==> config.mk <==
export PLATFORM = sky130hd
export DESIGN_NAME = hilo_muldiv_ctrl
export DESIGN_NICKNAME = d
export VERILOG_FILES = /design/src/rtl/hilo_muldiv_ctrl.sv
export SDC_FILE = /design/constraint.sdc
export NUM_CORES = 2
export LEC_CHECK = 0
export BUFFER_PORTS_ARGS = -buffer_cell sky130_fd_sc_hd__buf_2
export CAP_MARGIN = 0
export CORE_MARGIN = 5
export CORE_UTILIZATION = 30
export DETAILED_ROUTE_END_ITERATION = 12
export SYNTH_ARGS = -nofsm -noshare
export SYNTH_HDL_FRONTEND = slang
export SYNTH_SLANG_ARGS = --single-unit
==> constraint.sdc <==
create_clock -name clk -period 9 [get_ports clk]
set_input_delay 0.9 -clock clk [delete_from_list [all_inputs] [get_ports clk]]
set_output_delay 0.9 -clock clk [all_outputs]
set_load 0.005 [all_outputs]
==> src/rtl/hilo_muldiv_ctrl.sv <==
// HI/LO owner and multiply/divide sequencer for the EX stage.
// Optional macro HILO_BYPASS_EN: forward the value being written this cycle onto hi/lo.
module hilo_muldiv_ctrl #(
  parameter int MUL_LAT  = 1,
  parameter int DIV_ITER = 32
) (
  input  logic        clk,
  input  logic        rst_n,
  input  logic        start,
  input  logic [2:0]  op,
  input  logic [31:0] a,
  input  logic [31:0] b,
  input  logic        flush,
  output logic        stall,
  output logic        busy,
  output logic        done,
  output logic        div_zero,
  output logic [31:0] hi,
  output logic [31:0] lo
);

  typedef enum logic [1:0] {S_IDLE, S_MUL, S_DIV, S_DONE} state_t;

  localparam logic [2:0] OP_MULT  = 3'b001;
  localparam logic [2:0] OP_MULTU = 3'b010;
  localparam logic [2:0] OP_DIV   = 3'b011;
  localparam logic [2:0] OP_DIVU  = 3'b100;
  localparam logic [2:0] OP_MTHI  = 3'b101;
  localparam logic [2:0] OP_MTLO  = 3'b110;
  localparam logic [5:0] MUL_CNT  = 6'(MUL_LAT);
  localparam logic [5:0] DIV_CNT  = 6'(DIV_ITER);

  state_t      r_state;
  logic [5:0]  r_cnt;
  logic [31:0] r_hi, r_lo, r_a, r_b, r_quo, r_rem;
  logic        r_is_mul, r_signed, r_neg_q, r_neg_r, r_dz, r_div_zero;

  logic        w_op_mul, w_op_div, w_idle_req, w_accept, w_sdiv, w_commit, w_ge;
  logic [31:0] w_a_mag, w_b_mag, w_sub, w_quo_fix, w_rem_fix, w_res_hi, w_res_lo;
  logic [32:0] w_rem_sh;
  logic [63:0] w_ma, w_mb, w_prod;

  assign w_op_mul   = (op == OP_MULT) || (op == OP_MULTU);
  assign w_op_div   = (op == OP_DIV) || (op == OP_DIVU);
  assign w_idle_req = (r_state == S_IDLE) && start && !flush;
  assign w_accept   = w_idle_req && (w_op_mul || w_op_div);
  assign w_sdiv     = (op == OP_DIV);
  assign w_a_mag    = (w_sdiv && a[31]) ? -a : a;
  assign w_b_mag    = (w_sdiv && b[31]) ? -b : b;

  // Restoring step: the dividend shifts out of r_quo's top while quotient bits shift in at the bottom.
  assign w_rem_sh = {r_rem, r_quo[31]};
  assign w_ge     = w_rem_sh >= {1'b0, r_b};
  assign w_sub    = w_rem_sh[31:0] - r_b;

  // Sign-extending to 64 bits lets one unsigned multiplier serve both MULT and MULTU.
  assign w_ma   = {{32{r_signed & r_a[31]}}, r_a};
  assign w_mb   = {{32{r_signed & r_b[31]}}, r_b};
  assign w_prod = w_ma * w_mb;

  assign w_quo_fix = r_neg_q ? -r_quo : r_quo;
  assign w_rem_fix = r_neg_r ? -r_rem : r_rem;

  always_comb begin
    w_res_hi = w_rem_fix;
    w_res_lo = w_quo_fix;
    if (r_is_mul) begin
      w_res_hi = w_prod[63:32];
      w_res_lo = w_prod[31:0];
    end else if (r_dz) begin
      w_res_hi = r_a;
      w_res_lo = 32'hFFFF_FFFF;
    end
  end

  assign w_commit = (r_state == S_DONE) && !flush;
  assign stall    = ((r_state == S_IDLE) && start && (w_op_mul || w_op_div))
                    || (r_state == S_MUL) || (r_state == S_DIV);
  assign busy     = (r_state != S_IDLE);
  assign done     = w_commit;
  assign div_zero = r_div_zero;

  always_ff @(posedge clk or negedge rst_n) begin
    if (!rst_n) begin
      r_state    <= S_IDLE;
      r_cnt      <= '0;
      r_hi       <= '0;
      r_lo       <= '0;
      r_a        <= '0;
      r_b        <= '0;
      r_quo      <= '0;
      r_rem      <= '0;
      r_is_mul   <= 1'b0;
      r_signed   <= 1'b0;
      r_neg_q    <= 1'b0;
      r_neg_r    <= 1'b0;
      r_dz       <= 1'b0;
      r_div_zero <= 1'b0;
    end else if (flush) begin
      r_state <= S_IDLE;
      r_cnt   <= '0;
    end else begin
      case (r_state)
        S_IDLE: begin
          if (start && op == OP_MTHI) r_hi <= a;
          if (start && op == OP_MTLO) r_lo <= a;
          if (w_accept) begin
            r_div_zero <= 1'b0;
            r_a        <= a;
            if (w_op_mul) begin
              r_is_mul <= 1'b1;
              r_signed <= (op == OP_MULT);
              r_b      <= b;
              r_cnt    <= MUL_CNT;
              r_state  <= S_MUL;
            end else begin
              r_is_mul <= 1'b0;
              r_signed <= w_sdiv;
              r_b      <= w_b_mag;
              r_quo    <= w_a_mag;
              r_rem    <= '0;
              r_neg_q  <= w_sdiv && (a[31] ^ b[31]);
              r_neg_r  <= w_sdiv && a[31];
              r_dz     <= (b == 32'd0);
              if (b == 32'd0) begin
                r_cnt   <= '0;
                r_state <= S_DONE;
              end else begin
                r_cnt   <= DIV_CNT;
                r_state <= S_DIV;
              end
            end
          end
        end
        S_MUL: begin
          r_cnt <= r_cnt - 6'd1;
          if (r_cnt == 6'd1) r_state <= S_DONE;
        end
        S_DIV: begin
          r_cnt <= r_cnt - 6'd1;
          if (w_ge) begin
            r_rem <= w_sub;
            r_quo <= {r_quo[30:0], 1'b1};
          end else begin
            r_rem <= w_rem_sh[31:0];
            r_quo <= {r_quo[30:0], 1'b0};
          end
          if (r_cnt == 6'd1) r_state <= S_DONE;
        end
        S_DONE: begin
          r_hi    <= w_res_hi;
          r_lo    <= w_res_lo;
          if (!r_is_mul && r_dz) r_div_zero <= 1'b1;
          r_state <= S_IDLE;
        end
        default: r_state <= S_IDLE;
      endcase
    end
  end

`ifdef HILO_BYPASS_EN
  always_comb begin
    hi = r_hi;
    lo = r_lo;
    if (w_commit) begin
      hi = w_res_hi;
      lo = w_res_lo;
    end else if (w_idle_req && op == OP_MTHI) begin
      hi = a;
    end else if (w_idle_req && op == OP_MTLO) begin
      lo = a;
    end
  end
`else
  assign hi = r_hi;
  assign lo = r_lo;
`endif

endmodule

Yosys cells after proc, flatten, opt, wreduce, memory -nomap -nowiden
Index checks and enable logic that the tools add are counted.
{"block": "totals", "elab_cells": 114, "regBits": 206, "in_bits": 71, "output_inout_bits": 68}
{"block": "classes", "order_cmp": 1, "reduce_logical": 33, "addsub": 6, "n_eq_ne": 17, "mux": 37, "bitwise_logic": 5, "n_mul": 1}
{"op": "32-bit 2-to-1 mux", "n": 16}
{"op": "32-bit case mux with 2 select lines", "n": 4}
{"op": "32-bit negation", "n": 4}
{"op": "33-bit by 33-bit multiplier with 64-bit output", "n": 1}
{"op": "33-bit by 32-bit greater-or-equal comparator with 1-bit output", "n": 1}
{"op": "32-bit logical NOT", "n": 1}
{"op": "32-bit subtractor", "n": 1}
{"op": "6-bit 2-to-1 mux", "n": 4}
{"op": "6-bit case mux with 2 select lines", "n": 1}
{"op": "4-bit AND reduction", "n": 3}
{"op": "1-bit logical AND", "n": 11}
{"op": "3-bit == test, second input constant", "n": 3}
{"op": "3-bit AND reduction", "n": 3}
{"op": "2-bit 2-to-1 mux", "n": 4}
{"op": "3-bit by 2-bit == test with 1-bit output, second input constant", "n": 2}
{"op": "6-bit by 1-bit == test with 1-bit output, second input constant", "n": 1}
{"op": "1-bit 2-to-1 mux", "n": 6}
{"op": "2-bit by 1-bit != test with 1-bit output, second input constant", "n": 3}
{"op": "2-bit case mux with 3 select lines", "n": 1}
{"op": "2-bit nonzero test", "n": 3}
{"op": "6-bit by 1-bit subtractor with 6-bit output, second input constant", "n": 1}
{"op": "1-bit logical OR", "n": 5}
{"op": "2-bit == test, second input constant", "n": 2}
{"op": "2-bit != test, second input constant", "n": 2}
{"op": "other kinds (13)", "n": 17}

Longest topological paths before layout
{"block": "logic_depth", "depth_word": 7, "depth_mapped": 32, "depth_no_buf": 29}

Worst setup path after synthesis
No wires, ideal clock.
{"block": "synth_path", "path_kind": "reg2reg", "from": "register r_a[31]", "to": "register r_hi[28] (netlist: hi[28])", "synth_period_minus_slack_ns": 7.935, "setup_time_ns": 0.135, "arrival_time_ns": 7.799, "required_ns": 8.865, "slack_ns": 1.065, "path_buffers": 2, "stages_incl_launch_ff": 31, "path_cell_list": "dfrtp_1 -> clkbuf_1 -> and2_1 -> clkbuf_1 -> nand2_1 -> inv_1 -> fa_1 -> inv_1 -> fa_1 -> inv_1 -> fa_1 -> fa_1 -> inv_1 -> fa_1 -> inv_1 -> fa_1 -> inv_1 -> fa_1 -> fa_1 -> inv_1 -> ha_1 -> a21o_1 -> a21o_1 -> a21oi_1 -> o21ai_0 -> a211oi_1 -> a21oi_1 -> a21oi_1 -> o21ai_0 -> xnor2_1 -> a21oi_1"}
{"block": "synth_between", "elab_chain_len": 4}
{"item": "start: declaration", "line": "35", "text": "logic [31:0] r_hi, r_lo, r_a, r_b, r_quo, r_rem;"}
{"item": "start signal: assignment", "line": "89", "text": "r_a <= '0;"}
{"item": "start signal: assignment", "line": "109", "text": "r_a <= a;"}
{"item": "1-bit AND", "line": "57", "text": "assign w_ma = {{32{r_signed & r_a[31]}}, r_a};"}
{"item": "33-bit by 33-bit multiplier with 64-bit output *", "line": "59", "text": "assign w_prod = w_ma * w_mb;"}
{"item": "32-bit 2-to-1 mux *", "line": "67", "text": "if (r_is_mul) begin"}
{"item": "32-bit case mux with 2 select lines *", "line": "103", "text": "case (r_state)"}
{"item": "end signal: assignment", "line": "151", "text": "r_hi <= w_res_hi;"}
{"item": "end: declaration", "line": "35"}
Mark *: on every way between the ends. The rest lies on a longest branch, timed or not.
A chain may end at the register's enable or synchronous reset.

Worst setup path after layout
{"block": "layout_path", "from": "register r_b[19]", "to": "register r_hi[30] (netlist: hi[30])"}
{"block": "layout_between", "elab_chain_len": 3}
{"item": "start: declaration", "line": "35"}
{"item": "start signal: assignment", "line": "119", "text": "r_b <= w_b_mag;"}
{"item": "33-bit by 33-bit multiplier with 64-bit output", "line": "59"}
{"item": "32-bit 2-to-1 mux", "line": "67"}
{"item": "32-bit case mux with 2 select lines", "line": "103"}
No other way between the ends.

==> impl_metrics.env <==
export IMPL_required_ps=9400
export IMPL_clk_pin_slew_ps=60
export IMPL_ios=139
export IMPL_grt_usage=0.197
export IMPL_cts_buffers=26
export IMPL_htreeDepth=1
export IMPL_slew_headroom=0.327
export IMPL_clk_path_buf_depth=3
export IMPL_yosys_warnings=0
export IMPL_grt_overflow=0
export IMPL_critPathLaunchType="flop"
export IMPL_rr_startpoint="r_b[19]"
export IMPL_root_buffer="clkbuf_16"
export IMPL_nets=7447
export IMPL_stdcell_count=8339
export IMPL_totalWireLength_mm=178
export IMPL_portBuffers=138
export IMPL_grt_pass1_wl_mm=277
export IMPL_dpl_instance_area_um2=56000
export IMPL_cts_sinks=206
export IMPL_synthesis_nets=7463
export IMPL_synth_edf_count=0
export IMPL_die_area_um2=182000
export IMPL_drive_above_1_share=0.0752
export IMPL_final_max_slew_viol_count=0
export IMPL_wl_met2_mm=82.5
export IMPL_maxCapViolations=0
export IMPL_critPathArrivalTime_ps=9140
export IMPL_vias=41800
export IMPL_synth_seq_area_share=0.0988
export IMPL_core_region_area_um2=173000
export IMPL_final_area_um2=56900
export IMPL_rsz0062_at_grt="no"
export IMPL_post_route_min_period_ps=8730
export IMPL_wl_met1_mm=72.5
export IMPL_critPathCaptureType="flop"
export IMPL_synthCells=6012
export IMPL_num_rows=153
export IMPL_fin_skew_ps=14.2
export IMPL_crit_type="flop to flop"
export IMPL_min_period_over_period=0.970
export IMPL_antenna_found_initial=8
export IMPL_reg2regPathDepth=26
export IMPL_final_hold_viol_count=0
export IMPL_grt_pass1_vias=44800
export IMPL_syn_avg_cell_area_um2=8.68
export IMPL_die_x_um=427
export IMPL_setup_viol=0
export IMPL_post_drt_via_cell_ratio=5.02
export IMPL_clock_fmax_mhz=115
export IMPL_ys_types=80
export IMPL_finish_utilization=0.328
export IMPL_final_common_cell="inv_1"
export IMPL_top_layer_used="met5"
export IMPL_status="finished, final reports clean"
export IMPL_hold_buffers=0
export IMPL_gp_congestion=0.974
export IMPL_dieHeight_um=427
export IMPL_crit_fanout=20
export IMPL_grt_start_max_net_pins=88
export IMPL_ys_flop_type="dfrtp_1"
export IMPL_syn2layout_area_growth_pct=9.06
export IMPL_startpoint="r_b[19]"
export IMPL_ant_nets=0
export IMPL_async_reset_ff_frac=1.00
export IMPL_clk_latency_ps=560
export IMPL_hold_path_class="primary input to async pin"
export IMPL_wl_met3_mm=13.0
export IMPL_layout_common_cells="1193 x inv_1, 1126 x fa_1, 1029 x nand2_1, 344 x and2_1, 252 x ha_1"
export IMPL_tritoncts="built"
export IMPL_dpl_cell_count=8288
export IMPL_worstMarginPinSlew_ps=1010
export IMPL_fillerInstances=18200
export IMPL_initialDrtViolationCount=3309
export IMPL_hpwlAfterDp_mm=143
export IMPL_drc=0
export IMPL_start_util=0.301
export IMPL_yosys_register_bits=206
export IMPL_wl_per_cell_um=21.4
export IMPL_detail_route_first_pass_iterations=8
export IMPL_syn_area_um2=52200
==> critical path, stage by stage (launching register included) <==
cell and delay, ps:
dfrtp_1 770, buf_4 400, nand2_1 120, fa_1 510, inv_1 60, fa_1 560, fa_1 450, fa_1 640
fa_1 460, fa_1 450, fa_1 490, inv_1 50, fa_1 520, inv_1 50, ha_1 360, and3_1 290
nand3_1 240, nor3_1 110, a22oi_2 280, buf_4 190, a41oi_1 110, buf_4 190, a221oi_2 410, o21ai_1 250
a221oi_2 320, xor2_1 180, a22oi_1 80
==> synth_stat cells (all sizes together) (22+ instances only) <==
master / instances / area, um2
a211oi: 22 / 165
a21o: 42 / 315
a21oi: 242 / 1220
a221oi: 22 / 211
a31oi: 29 / 181
and2: 344 / 2150
and3: 37 / 231
buf: 23 / 116
clkbuf: 354 / 1330
dfrtp: 206 / 5150
fa: 1126 / 22500
ha: 254 / 3180
inv: 1197 / 4490
mux2i: 41 / 410
nand2: 1030 / 3870
nand3: 40 / 200
nor2: 202 / 758
nor3: 38 / 206
o21ai: 253 / 1270
o31ai: 34 / 260
xnor2: 113 / 990
xor2: 104 / 911
==> metal layers <==
metal / GRT usage / up-vias
li1: - / 18100
met1: 0.261 / 21700
met2: 0.320 / 1664
met3: 0.0296 / 388
met4: 0.0882 / 2
met5: 0 / -
==> path summary, 6_finish.rpt <==
path	to	slack (ps)
min in group clk	r_a[18]	480
setup reg to reg	hi[30]	270
max in group asynchronous	r_a[24]	7060
setup / recovery	hi[30]	270
hold reg to reg	r_a[18]	480
hold / removal	r_quo[12]	360
==> metrics by stage <==
| stage | TNS, ps | hold WS (ps) | setup slack, ps |
|---|---|---|---|
| 2_1_floorplan | 0 | 464 | 1070 |
| 3_3_place_gp | -3.42 | 461 | -3.42 |
| 3_5_place_dp | -60.2 | 465 | -60.2 |
| 4_1_cts | 0 | 406 | 79.0 |
| 5_1_grt | 0 | 429 | 6.05 |
| 6_report | 0 | 355 | 267 |
==> cell type report <==
class                           instances  area (um2)  share of cell area
Clock inverter                          5        75.1             0.00132
Sequential cell                       206        5180              0.0910
Antenna cell                            2        5.00           0.0000879
Clock buffer                           39         781              0.0137
Multi-Input combinational cell       4232       41100               0.723
Tap cell                             2325        2910              0.0511
Timing Repair Buffer                  333        2330              0.0409
Inverter                             1197        4500              0.0791
==> state kept, by name (all words and copies together), names as in the netlist <==
name and flops:
hi 32, lo 32, r_a 32, r_b 32, r_quo 32, r_rem 32, r_cnt 6, r_state 2
div_zero 1, r_dz 1, r_is_mul 1, r_neg_q 1, r_neg_r 1, r_signed 1
==> repair_timing <==
item | 4_1_cts | 5_1_grt
gates resized for setup | 2 | 22
cloned | 0 | 0
pin swaps | 0 | 1
endpoints found under the setup margin | 1 | 7
setup buffers | 0 | 5
==> cell families (layout without fill, tap and decap cells) <==
kind of cell	after synthesis	after routing	synth area share
flip-flops	206	206	0.0988
XOR/XNOR	217	217	0.0364
multiplexers	47	47	0.00916
AND/OR/NAND/NOR	1831	1831	0.161
other	0	2	0
AO/OA/AOI/OAI	757	757	0.0879
adder cells (fa/ha/maj)	1380	1380	0.493
buffers and inverters	1574	1574	0.114
Power is not shown: default switching activity piles up to over one toggle a cycle in this logic, so the estimate is an artifact.
